### config.mk
export PLATFORM = sky130hd
export DESIGN_NAME = sram_row_sequencer_flat
export DESIGN_NICKNAME = d
export VERILOG_FILES = /design/src/rtl/sram_row_sequencer_if.sv /design/src/rtl/sram_row_sequencer.sv /design/src/flat_wrapper.sv
export SDC_FILE = /design/constraint.sdc
export NUM_CORES = 1
export LEC_CHECK = 0
export ABC_CLOCK_PERIOD_IN_PS = 3900
export CORE_MARGIN = 2
export CORE_UTILIZATION = 35
export CTS_BUF_LIST = sky130_fd_sc_hd__clkbuf_8
export CTS_CLUSTER_SIZE = 28
export DETAILED_ROUTE_END_ITERATION = 6
export GPL_ROUTABILITY_DRIVEN = 0
export GPL_TIMING_DRIVEN = 0
export HOLD_SLACK_MARGIN = 0.06
export PLACE_DENSITY = 0.7
export REMOVE_ABC_BUFFERS = 1
export SETUP_SLACK_MARGIN = 0.05
export SYNTH_ARGS = -nofsm -noshare
export SYNTH_HDL_FRONTEND = slang
export SYNTH_SLANG_ARGS = --single-unit
### constraint.sdc
create_clock -name clk -period 3.9 [get_ports clk]
set_input_delay 0.39 -clock clk [delete_from_list [all_inputs] [get_ports clk]]
set_output_delay 0.39 -clock clk [all_outputs]
set_load 0.005 [all_outputs]
### src/rtl/sram_row_sequencer_if.sv
// Signal bundle between the row sequencer and its SDRAM, SRAM and window-buffer neighbours.
interface sram_row_sequencer_if #(
    parameter int unsigned DATA_W  = 8,
    parameter int unsigned WIDTH_W = 13
);
    // Row control
    logic               start;
    logic [WIDTH_W-1:0] image_width;
    logic               busy;
    logic               done;

    // Address calculator control
    logic               addr_mode;
    logic               addr_enable;
    logic               addr_clear;

    // SRAM port
    logic               sram_read_en;
    logic               sram_write_en;
    logic [DATA_W-1:0]  sram_wdata;
    logic [DATA_W-1:0]  sram_rdata;

    // SDRAM -> block pixel stream
    logic               in_valid;
    logic [DATA_W-1:0]  in_data;
    logic               in_ready;

    // Block -> window buffer pixel stream
    logic               wb_valid;
    logic [DATA_W-1:0]  wb_data;

    // Window buffer -> block result stream
    logic               res_valid;
    logic [DATA_W-1:0]  res_data;

    // Block -> SDRAM result stream
    logic               out_valid;
    logic [DATA_W-1:0]  out_data;
    logic               out_ready;

    // Sequencer side
    modport master (
        input  start, image_width, sram_rdata,
        input  in_valid, in_data, res_valid, res_data, out_ready,
        output busy, done, addr_mode, addr_enable, addr_clear,
        output sram_read_en, sram_write_en, sram_wdata,
        output in_ready, wb_valid, wb_data, out_valid, out_data
    );

    // Environment side
    modport slave (
        output start, image_width, sram_rdata,
        output in_valid, in_data, res_valid, res_data, out_ready,
        input  busy, done, addr_mode, addr_enable, addr_clear,
        input  sram_read_en, sram_write_en, sram_wdata,
        input  in_ready, wb_valid, wb_data, out_valid, out_data
    );
endinterface

### src/rtl/sram_row_sequencer.sv
// Per-row transfer sequencer: SDRAM -> row cache -> window buffer, results -> output region -> SDRAM.
module sram_row_sequencer #(
    parameter int unsigned DATA_W  = 8,
    parameter int unsigned WIDTH_W = 13
) (
    input  logic                 clk,
    input  logic                 rst,
    sram_row_sequencer_if.master bus
);

    typedef enum logic [2:0] {
        IDLE    = 3'd0,
        LOAD    = 3'd1,
        FEED    = 3'd2,
        COLLECT = 3'd3,
        DRAIN   = 3'd4,
        DONE    = 3'd5
    } state_t;

    state_t             state;
    logic [WIDTH_W-1:0] w;
    logic [WIDTH_W-1:0] cnt;
    logic               addr_clear_q;
    logic               wb_valid_q;
    logic               rd_pending;
    logic               out_valid_q;
    logic [DATA_W-1:0]  out_data_q;

    logic               in_beat;
    logic               res_beat;
    logic               feed_rd;
    logic               drain_rd;
    logic               drain_hs;

    // Per-cycle transfer events decoded from state and the stream inputs.
    always_comb begin
        in_beat  = (state == LOAD) && bus.in_valid;
        res_beat = (state == COLLECT) && bus.res_valid;
        // FEED issues one read per cycle for the first W cycles; the last cycle only returns data.
        feed_rd  = (state == FEED) && (cnt != w);
        // DRAIN keeps a single read in flight and waits for the held word to leave.
        drain_rd = (state == DRAIN) && !rd_pending && !out_valid_q;
        drain_hs = (state == DRAIN) && out_valid_q && bus.out_ready;
    end

    // Status and address-calculator control.
    assign bus.busy       = (state != IDLE);
    assign bus.done       = (state == DONE);
    assign bus.addr_mode  = !((state == COLLECT) || (state == DRAIN));
    assign bus.addr_clear = addr_clear_q;
    assign bus.in_ready   = (state == LOAD);

    // SRAM strobes: writes follow accepted stream beats in the same cycle, reads come from FEED/DRAIN.
    assign bus.sram_write_en = in_beat || res_beat;
    assign bus.sram_read_en  = feed_rd || drain_rd;
    assign bus.addr_enable   = in_beat || res_beat || feed_rd || drain_rd;
    assign bus.sram_wdata    = in_beat  ? bus.in_data  :
                               res_beat ? bus.res_data : '0;

    // SRAM read data is already a register stage; forward it only while its FEED read is returning.
    assign bus.wb_valid = wb_valid_q;
    assign bus.wb_data  = wb_valid_q ? bus.sram_rdata : '0;

    assign bus.out_valid = out_valid_q;
    assign bus.out_data  = out_data_q;

    // Row state machine, beat counter and registered stream flags.
    always_ff @(posedge clk or posedge rst) begin
        if (rst) begin
            state        <= IDLE;
            w            <= '0;
            cnt          <= '0;
            addr_clear_q <= 1'b0;
            wb_valid_q   <= 1'b0;
            rd_pending   <= 1'b0;
            out_valid_q  <= 1'b0;
            out_data_q   <= '0;
        end else begin
            addr_clear_q <= 1'b0;
            wb_valid_q   <= feed_rd;
            rd_pending   <= drain_rd;

            case (state)
                IDLE: begin
                    if (bus.start && (bus.image_width != '0)) begin
                        w            <= bus.image_width;
                        cnt          <= '0;
                        addr_clear_q <= 1'b1;
                        state        <= LOAD;
                    end
                end

                LOAD: begin
                    if (in_beat) begin
                        if (cnt == w - WIDTH_W'(1)) begin
                            cnt   <= '0;
                            state <= FEED;
                        end else begin
                            cnt <= cnt + WIDTH_W'(1);
                        end
                    end
                end

                FEED: begin
                    // cnt == w is the cycle carrying the last window-buffer beat.
                    if (cnt == w) begin
                        cnt   <= '0;
                        state <= (w == WIDTH_W'(1)) ? DONE : COLLECT;
                    end else begin
                        cnt <= cnt + WIDTH_W'(1);
                    end
                end

                COLLECT: begin
                    if (res_beat) begin
                        if (cnt == w - WIDTH_W'(2)) begin
                            cnt   <= '0;
                            state <= DRAIN;
                        end else begin
                            cnt <= cnt + WIDTH_W'(1);
                        end
                    end
                end

                DRAIN: begin
                    if (rd_pending) begin
                        out_data_q  <= bus.sram_rdata;
                        out_valid_q <= 1'b1;
                    end
                    if (drain_hs) begin
                        out_valid_q <= 1'b0;
                        if (cnt == w - WIDTH_W'(2)) begin
                            cnt   <= '0;
                            state <= DONE;
                        end else begin
                            cnt <= cnt + WIDTH_W'(1);
                        end
                    end
                end

                DONE: begin
                    cnt   <= '0;
                    state <= IDLE;
                end

                default: begin
                    cnt   <= '0;
                    state <= IDLE;
                end
            endcase
        end
    end

endmodule

### src/flat_wrapper.sv
// flat-port wrapper written by rule: the top's interface ports become plain ports
module sram_row_sequencer_flat 
#(
    parameter int unsigned DATA_W  = 8,
    parameter int unsigned WIDTH_W = 13
)
  (clk, rst, bus_start, bus_image_width, bus_sram_rdata, bus_in_valid, bus_in_data, bus_res_valid, bus_res_data, bus_out_ready, bus_busy, bus_done, bus_addr_mode, bus_addr_enable, bus_addr_clear, bus_sram_read_en, bus_sram_write_en, bus_sram_wdata, bus_in_ready, bus_wb_valid, bus_wb_data, bus_out_valid, bus_out_data);
  sram_row_sequencer_if #(.DATA_W(DATA_W), .WIDTH_W(WIDTH_W)) bus_i ();
  input  logic clk;
  input  logic rst;
  input wire logic [$bits(bus_i.start)-1:0] bus_start;
  input wire logic [$bits(bus_i.image_width)-1:0] bus_image_width;
  input wire logic [$bits(bus_i.sram_rdata)-1:0] bus_sram_rdata;
  input wire logic [$bits(bus_i.in_valid)-1:0] bus_in_valid;
  input wire logic [$bits(bus_i.in_data)-1:0] bus_in_data;
  input wire logic [$bits(bus_i.res_valid)-1:0] bus_res_valid;
  input wire logic [$bits(bus_i.res_data)-1:0] bus_res_data;
  input wire logic [$bits(bus_i.out_ready)-1:0] bus_out_ready;
  output wire logic [$bits(bus_i.busy)-1:0] bus_busy;
  output wire logic [$bits(bus_i.done)-1:0] bus_done;
  output wire logic [$bits(bus_i.addr_mode)-1:0] bus_addr_mode;
  output wire logic [$bits(bus_i.addr_enable)-1:0] bus_addr_enable;
  output wire logic [$bits(bus_i.addr_clear)-1:0] bus_addr_clear;
  output wire logic [$bits(bus_i.sram_read_en)-1:0] bus_sram_read_en;
  output wire logic [$bits(bus_i.sram_write_en)-1:0] bus_sram_write_en;
  output wire logic [$bits(bus_i.sram_wdata)-1:0] bus_sram_wdata;
  output wire logic [$bits(bus_i.in_ready)-1:0] bus_in_ready;
  output wire logic [$bits(bus_i.wb_valid)-1:0] bus_wb_valid;
  output wire logic [$bits(bus_i.wb_data)-1:0] bus_wb_data;
  output wire logic [$bits(bus_i.out_valid)-1:0] bus_out_valid;
  output wire logic [$bits(bus_i.out_data)-1:0] bus_out_data;
  assign bus_i.start = bus_start;
  assign bus_i.image_width = bus_image_width;
  assign bus_i.sram_rdata = bus_sram_rdata;
  assign bus_i.in_valid = bus_in_valid;
  assign bus_i.in_data = bus_in_data;
  assign bus_i.res_valid = bus_res_valid;
  assign bus_i.res_data = bus_res_data;
  assign bus_i.out_ready = bus_out_ready;
  assign bus_busy = bus_i.busy;
  assign bus_done = bus_i.done;
  assign bus_addr_mode = bus_i.addr_mode;
  assign bus_addr_enable = bus_i.addr_enable;
  assign bus_addr_clear = bus_i.addr_clear;
  assign bus_sram_read_en = bus_i.sram_read_en;
  assign bus_sram_write_en = bus_i.sram_write_en;
  assign bus_sram_wdata = bus_i.sram_wdata;
  assign bus_in_ready = bus_i.in_ready;
  assign bus_wb_valid = bus_i.wb_valid;
  assign bus_wb_data = bus_i.wb_data;
  assign bus_out_valid = bus_i.out_valid;
  assign bus_out_data = bus_i.out_data;
  sram_row_sequencer #(.DATA_W(DATA_W), .WIDTH_W(WIDTH_W)) u_core (.clk(clk), .rst(rst), .bus(bus_i));
endmodule
; Yosys cells after proc, flatten, opt, wreduce, memory -nomap -nowiden
; Cells that the tools add are included.
[totals]
regBits = 41
out_inout_bits = 34
[classes]
eq_ne = 18
n_addsub = 3
muxes = 25
reduce_logical = 25
[op_table]
columns = cell, count
row1 = 13-bit two-way mux, 7
row2 = 13-bit one-hot mux with 5 select lines, 1
row3 = 13-bit == test, 3
row4 = 3-bit two-way mux, 9
row5 = 8-bit two-way mux, 3
row6 = 3-bit one-hot mux with 5 select lines, 1
row7 = "13-bit by 1-bit adder with 13-bit output, second input constant", 1
row8 = "13-bit by 1-bit == test with 1-bit output, second input constant", 1
row9 = 13-bit inequality test, 1
row10 = 13-bit nonzero test, 1
row11 = "13-bit by 1-bit subtractor with 13-bit output, second input constant", 1
row12 = "13-bit by 2-bit subtractor with 13-bit output, second input constant", 1
row13 = "2-bit by 1-bit inequality test with 1-bit output, second input constant", 5
row14 = 1-bit logical AND, 8
row15 = 8-bit AND reduction, 1
row16 = "3-bit by 2-bit == test with 1-bit output, second input constant", 2
row17 = "3-bit == test, second input constant", 2
row18 = "2-bit inequality test, second input constant", 3
row19 = 2-bit AND reduction, 3
row20 = 1-bit logical OR, 5
row21 = 1-bit two-way mux, 4
row22 = 4-bit AND reduction, 1
row23 = "3-bit by 1-bit == test with 1-bit output, second input constant", 1
row24 = 1-bit zero test, 3
row25 = other kinds (3), 3

; Logic depth before layout (Yosys ltp)
[depth]
word_depth = 5
ltp_mapped = 11

; Least setup slack after synthesis
; No wires, ideal clock.
[synth_timing]
path_type = register to register
startpoint = reg u_core.w[2]
endpoint = reg u_core.state[2]
path_buffers = 2
setup_ps = 67
t_arrival_ps = 2950
path_stages_with_launch = 12
path_slack_ps = 883
path_cell_list = dfrtp_1 clkbuf_1 inv_1 ha_1 o21ba_2 a221o_1 a221o_1 or4_1 a21oi_2 buf_4 or4b_1 nand2_1
[synth_via]
elab_chain_len = 4
elab_cells_between_ends = 14
cone_classes = add/sub: 2 / eq/ne: 8 / mux: 3 / reduce/logical: 1
[synth_lines]
columns = element, line
row1 = from (decl), sram_row_sequencer.sv:21  ; logic [WIDTH_W-1:0] w;
row2 = from (signal assigned), sram_row_sequencer.sv:86  ; w <= bus.image_width;
row3 = 13-bit by 2-bit subtractor with 13-bit output (tied with other cells), "sram_row_sequencer.sv:116, sram_row_sequencer.sv:132"
row4 = 13-bit == test (tied with other cells), "sram_row_sequencer.sv:116, sram_row_sequencer.sv:132"
row5 = 2-bit inequality test (no line) (tied with other cells), n/a
row6 = 8-bit AND reduction (no line) or 3-bit one-hot mux with 5 select lines (tied branches), n/a
row7 = to (signal assigned), sram_row_sequencer.sv:108  ; state <= (w == WIDTH_W'(1)) ? DONE : COLLECT;
row8 = to (decl), sram_row_sequencer.sv:20  ; state_t state;
; Several ways; a longest one is shown, not always the timed one. The select of a mux whose other input is x is not followed.
; A chain may end at the register's enable or synchronous reset.

==> flow_summary.yaml <==
synthesis:
  synthAdderAreaFrac_pct: 1.738
  synth_top_family_by_area: "simple AND/OR/NAND/NOR gates"
  syn_inst: 300
  synth.area.mux_share_pct: 8.601
  synth_most_common_cell: "dfrtp_1"
  synth_seq_cells: 41
  synth-seq-area-share_pct: 35.62
  syn-cell-area_um2: 2880
  async_reset_ff_share_pct: 100.0
  synth_edf_count: 0
  ys_warn_count: 0
  synthFlopType: "dfrtp_1"
  synth_xor_area_share_pct: 9.340
  synth_top_area_share_pct: 35.62
  synth_common_cells: "dfrtp_1 (41), mux2_2 (21), nand3_1 (20), nor2_1 (19), xnor2_1 (18)"
  synth.avg_cell_area_um2: 9.601
  synth_area_leader_cell: "dfrtp_1"
  synth_cell_type_count: 60
  synthSimpleGateAreaFrac_pct: 22.59
  yosys-top-cells-area: "dfrtp_1 (36%), mux2_2 (8.2%), xnor2_1 (5.5%), a22o_1 (4.0%), nand3_1 (3.5%)"
  synth_compound_area_share_pct: 17.85
worst_setup_path:
  cp-start-kind: "input pin"
  worst-r2r-setup-slack_ps: 280
  critPathCaptureType: "output port"
  r2r_start: "u_core.w[2]$_DFFE_PP0P_"
  crit_required_ps: 3510
  r2r-end: "u_core.cnt[10]$_DFFE_PP0P_"
  critPathKind: "in -> out"
  crit_fanout: 17
  reg2regPathDepth: 9
  worstPathArrival_ps: 3300
pwr:
  p_seq_share_pct: 30.5
  power_density_nw_per_um2: 693.8
  p_int_mw: 1.517
  switchingPower_mw: 1.116
  ir_drop_mv: 0.2417
  p_sw_share_pct: 42.39
  p_comb_share_pct: 56.1
  power_frac_clock_pct: 13.4
  p_leak_nw: 1.500
cts:
  cts-root-buf: "clkbuf_8"
  ctsHoldBuffers: 0
  cts_buffers: 5
  clock_sinks: 41
  clkTransAtPathRegs_ps: 80
  ctsResizeCount: 0
  cts_buffer_depth: 2
  cts_setup_buffers: 0
  tritoncts: "yes"
  htree_levels: 2
  clk_latency_ps: 300
floorplan:
  start_util_pct: 35.59
  fp.dieW_um: 94.72
  ios: 77
  core_area_um2: 8093
  dieArea_um2: 8971
  rows: 33
  dieHeight_um: 94.72
timing:
  fin_tns_setup_ps: 0
  skew_ps: 3.440
  finalHoldViolCount: 0
  tightest_slew_ps: 1051
  slew_headroom_pct: 29.77
  rsz0062_at_grt: "false"
  finalCritPeriodShare_pct: 94.54
  finalSetupViolations: 0
  fin_crit_ps: 3687
  fmax_mhz: 271.2
  finalMaxSlewViolations: 0
status:
  status: "finished, final reports clean"
worst_hold_path:
  hp-class: "reg -> reg"
  holdPathEnd: "u_core.rd_pending$_DFF_PP0_"
  worstHoldStart: "u_core.rd_pending$_DFF_PP0_"
  hold_depth: 1
final_layout:
  diodes: 0
  area_growth_pct: 31.76
  postLayoutCoreUtil_pct: 46.89
  drive_above_1_share_pct: 11.81
  nets: 410
global_route:
  antenna_found_initial: 0
  track_usage_pct: 17.07
  grt_max_degree: 42
  grt_pass1_vias: 2441
  grt_first_pass_wirelength_um: 12130
  grt-ovfl-total: 0
routing:
  routedWlPerCell_um: 15.66
  drcViolationCount: 0
  drt-total-wl_um: 7343
  viasPerCell: 5.522
  vias: 2590
  antenna_left: 0
  drtPass1Iterations: 4
  drt-initial-drc-count: 189
placed_design:
  io_buffer_count: 76
  dp_hpwl_um: 5494
job:
  drv_cap: 0
[kinds of logic (layout without fill, tap and decap cells)]
kind of cell | Yosys count | after routing
AO/OA/AOI/OAI | 65 | 65
XOR/XNOR | 29 | 29
adder cells (fa/ha/maj) | 4 | 4
buffers and inverters | 28 | 92
flip-flops | 41 | 41
multiplexers | 22 | 22
AND/OR/NAND/NOR | 111 | 111
[per-layer routing]
metal,vias to the layer above,track usage (%),routed length [um]
li1,1226,-,-
met1,1242,22.65,3200
met2,114,27.72,3356
met3,8,4.150,678
met4,0,4.831,107
met5,-,0,0
[cell usage in the layout, fill, tap and decap left out, types with 5 or more instances in the layout]
master | Yosys | routed
xnor2_1 | 18 | 18
xor2_1 | 10 | 10
a21oi_1 | 12 | 12
nand2_1 | 15 | 15
nor2_1 | 19 | 19
inv_1 | 8 | 7
clkbuf_8 | 0 | 5
clkdlybuf4s50_1 | 0 | 76
a221o_1 | 9 | 9
nand3b_1 | 6 | 6
and2_1 | 9 | 9
nand3_1 | 20 | 20
mux2_2 | 21 | 21
dfrtp_1 | 41 | 41
nor2b_1 | 6 | 6
a22o_1 | 13 | 13
[sequential cells by signal, indices dropped and copies added (netlist names)]
register,flops
u_core.bus.out_valid,1
u_core.state,3
u_core.bus.addr_clear,1
u_core.cnt,13
u_core.w,13
u_core.bus.out_data,8
u_core.bus.wb_valid,1
u_core.rd_pending,1
[stage by stage]
stage               std cells  hold slack, ps  setup slack [ps]  instance area (um2)  power, mW
floorplan                 280           407.0             822.2                 2788      1.685
global placement          461           422.9             262.0                 3680      2.239
detailed placement        461           439.5             200.7                 3680      2.283
CTS                       469           451.0             209.3                 3795      2.644
global route              469           471.6             50.16                 3795      2.843
finish                    469           453.7             212.9                 3795      2.633
[power by group through the flow]
stage	clock network [mW]	logic, mW	registers, mW
6_report	0.352	1.48	0.802
3_3_place_gp	0	1.44	0.799
3_5_place_dp	0	1.48	0.808
5_1_grt	0.378	1.63	0.838
2_1_floorplan	0	0.936	0.748
4_1_cts	0.363	1.48	0.800
[worst max path at each step]
stage | start | endpoint | slack, ps | cells after the start
final | bus_image_width[0] | bus_addr_enable | 210 | 8
after global routing | bus_image_width[0] | bus_addr_enable | 50 | 8
after CTS | bus_image_width[0] | bus_addr_enable | 210 | 8
after global placement | bus_image_width[0] | bus_addr_enable | 260 | 8
after detailed placement | bus_image_width[0] | bus_addr_enable | 200 | 8
after floorplan | u_core.w[2]$_DFFE_PP0P_ | u_core.cnt[5]$_DFFE_PP0P_ | 820 | 9
[critical path: stages]
cell             delay [ps]
clkdlybuf4s50_1         420
nor4_1                  430
nand4_1                 280
nand2_1                 140
a21o_1                  480
nor2_1                  290
or3_1                   420
clkdlybuf4s50_1         450
[cell type report]
| class | count | area [um2] |
|---|---|---|
| sequential | 41 | 1026 |
| multi-input combinational | 231 | 1732 |
| clock inverter | 3 | 46.29 |
| tap | 105 | 131.4 |
| timing repair buffer | 76 | 760.7 |
| clock buffer | 5 | 68.82 |
| inverter | 8 | 30.03 |
| fill | 780 | 4298 |
Power figures use the tool's default switching activity.
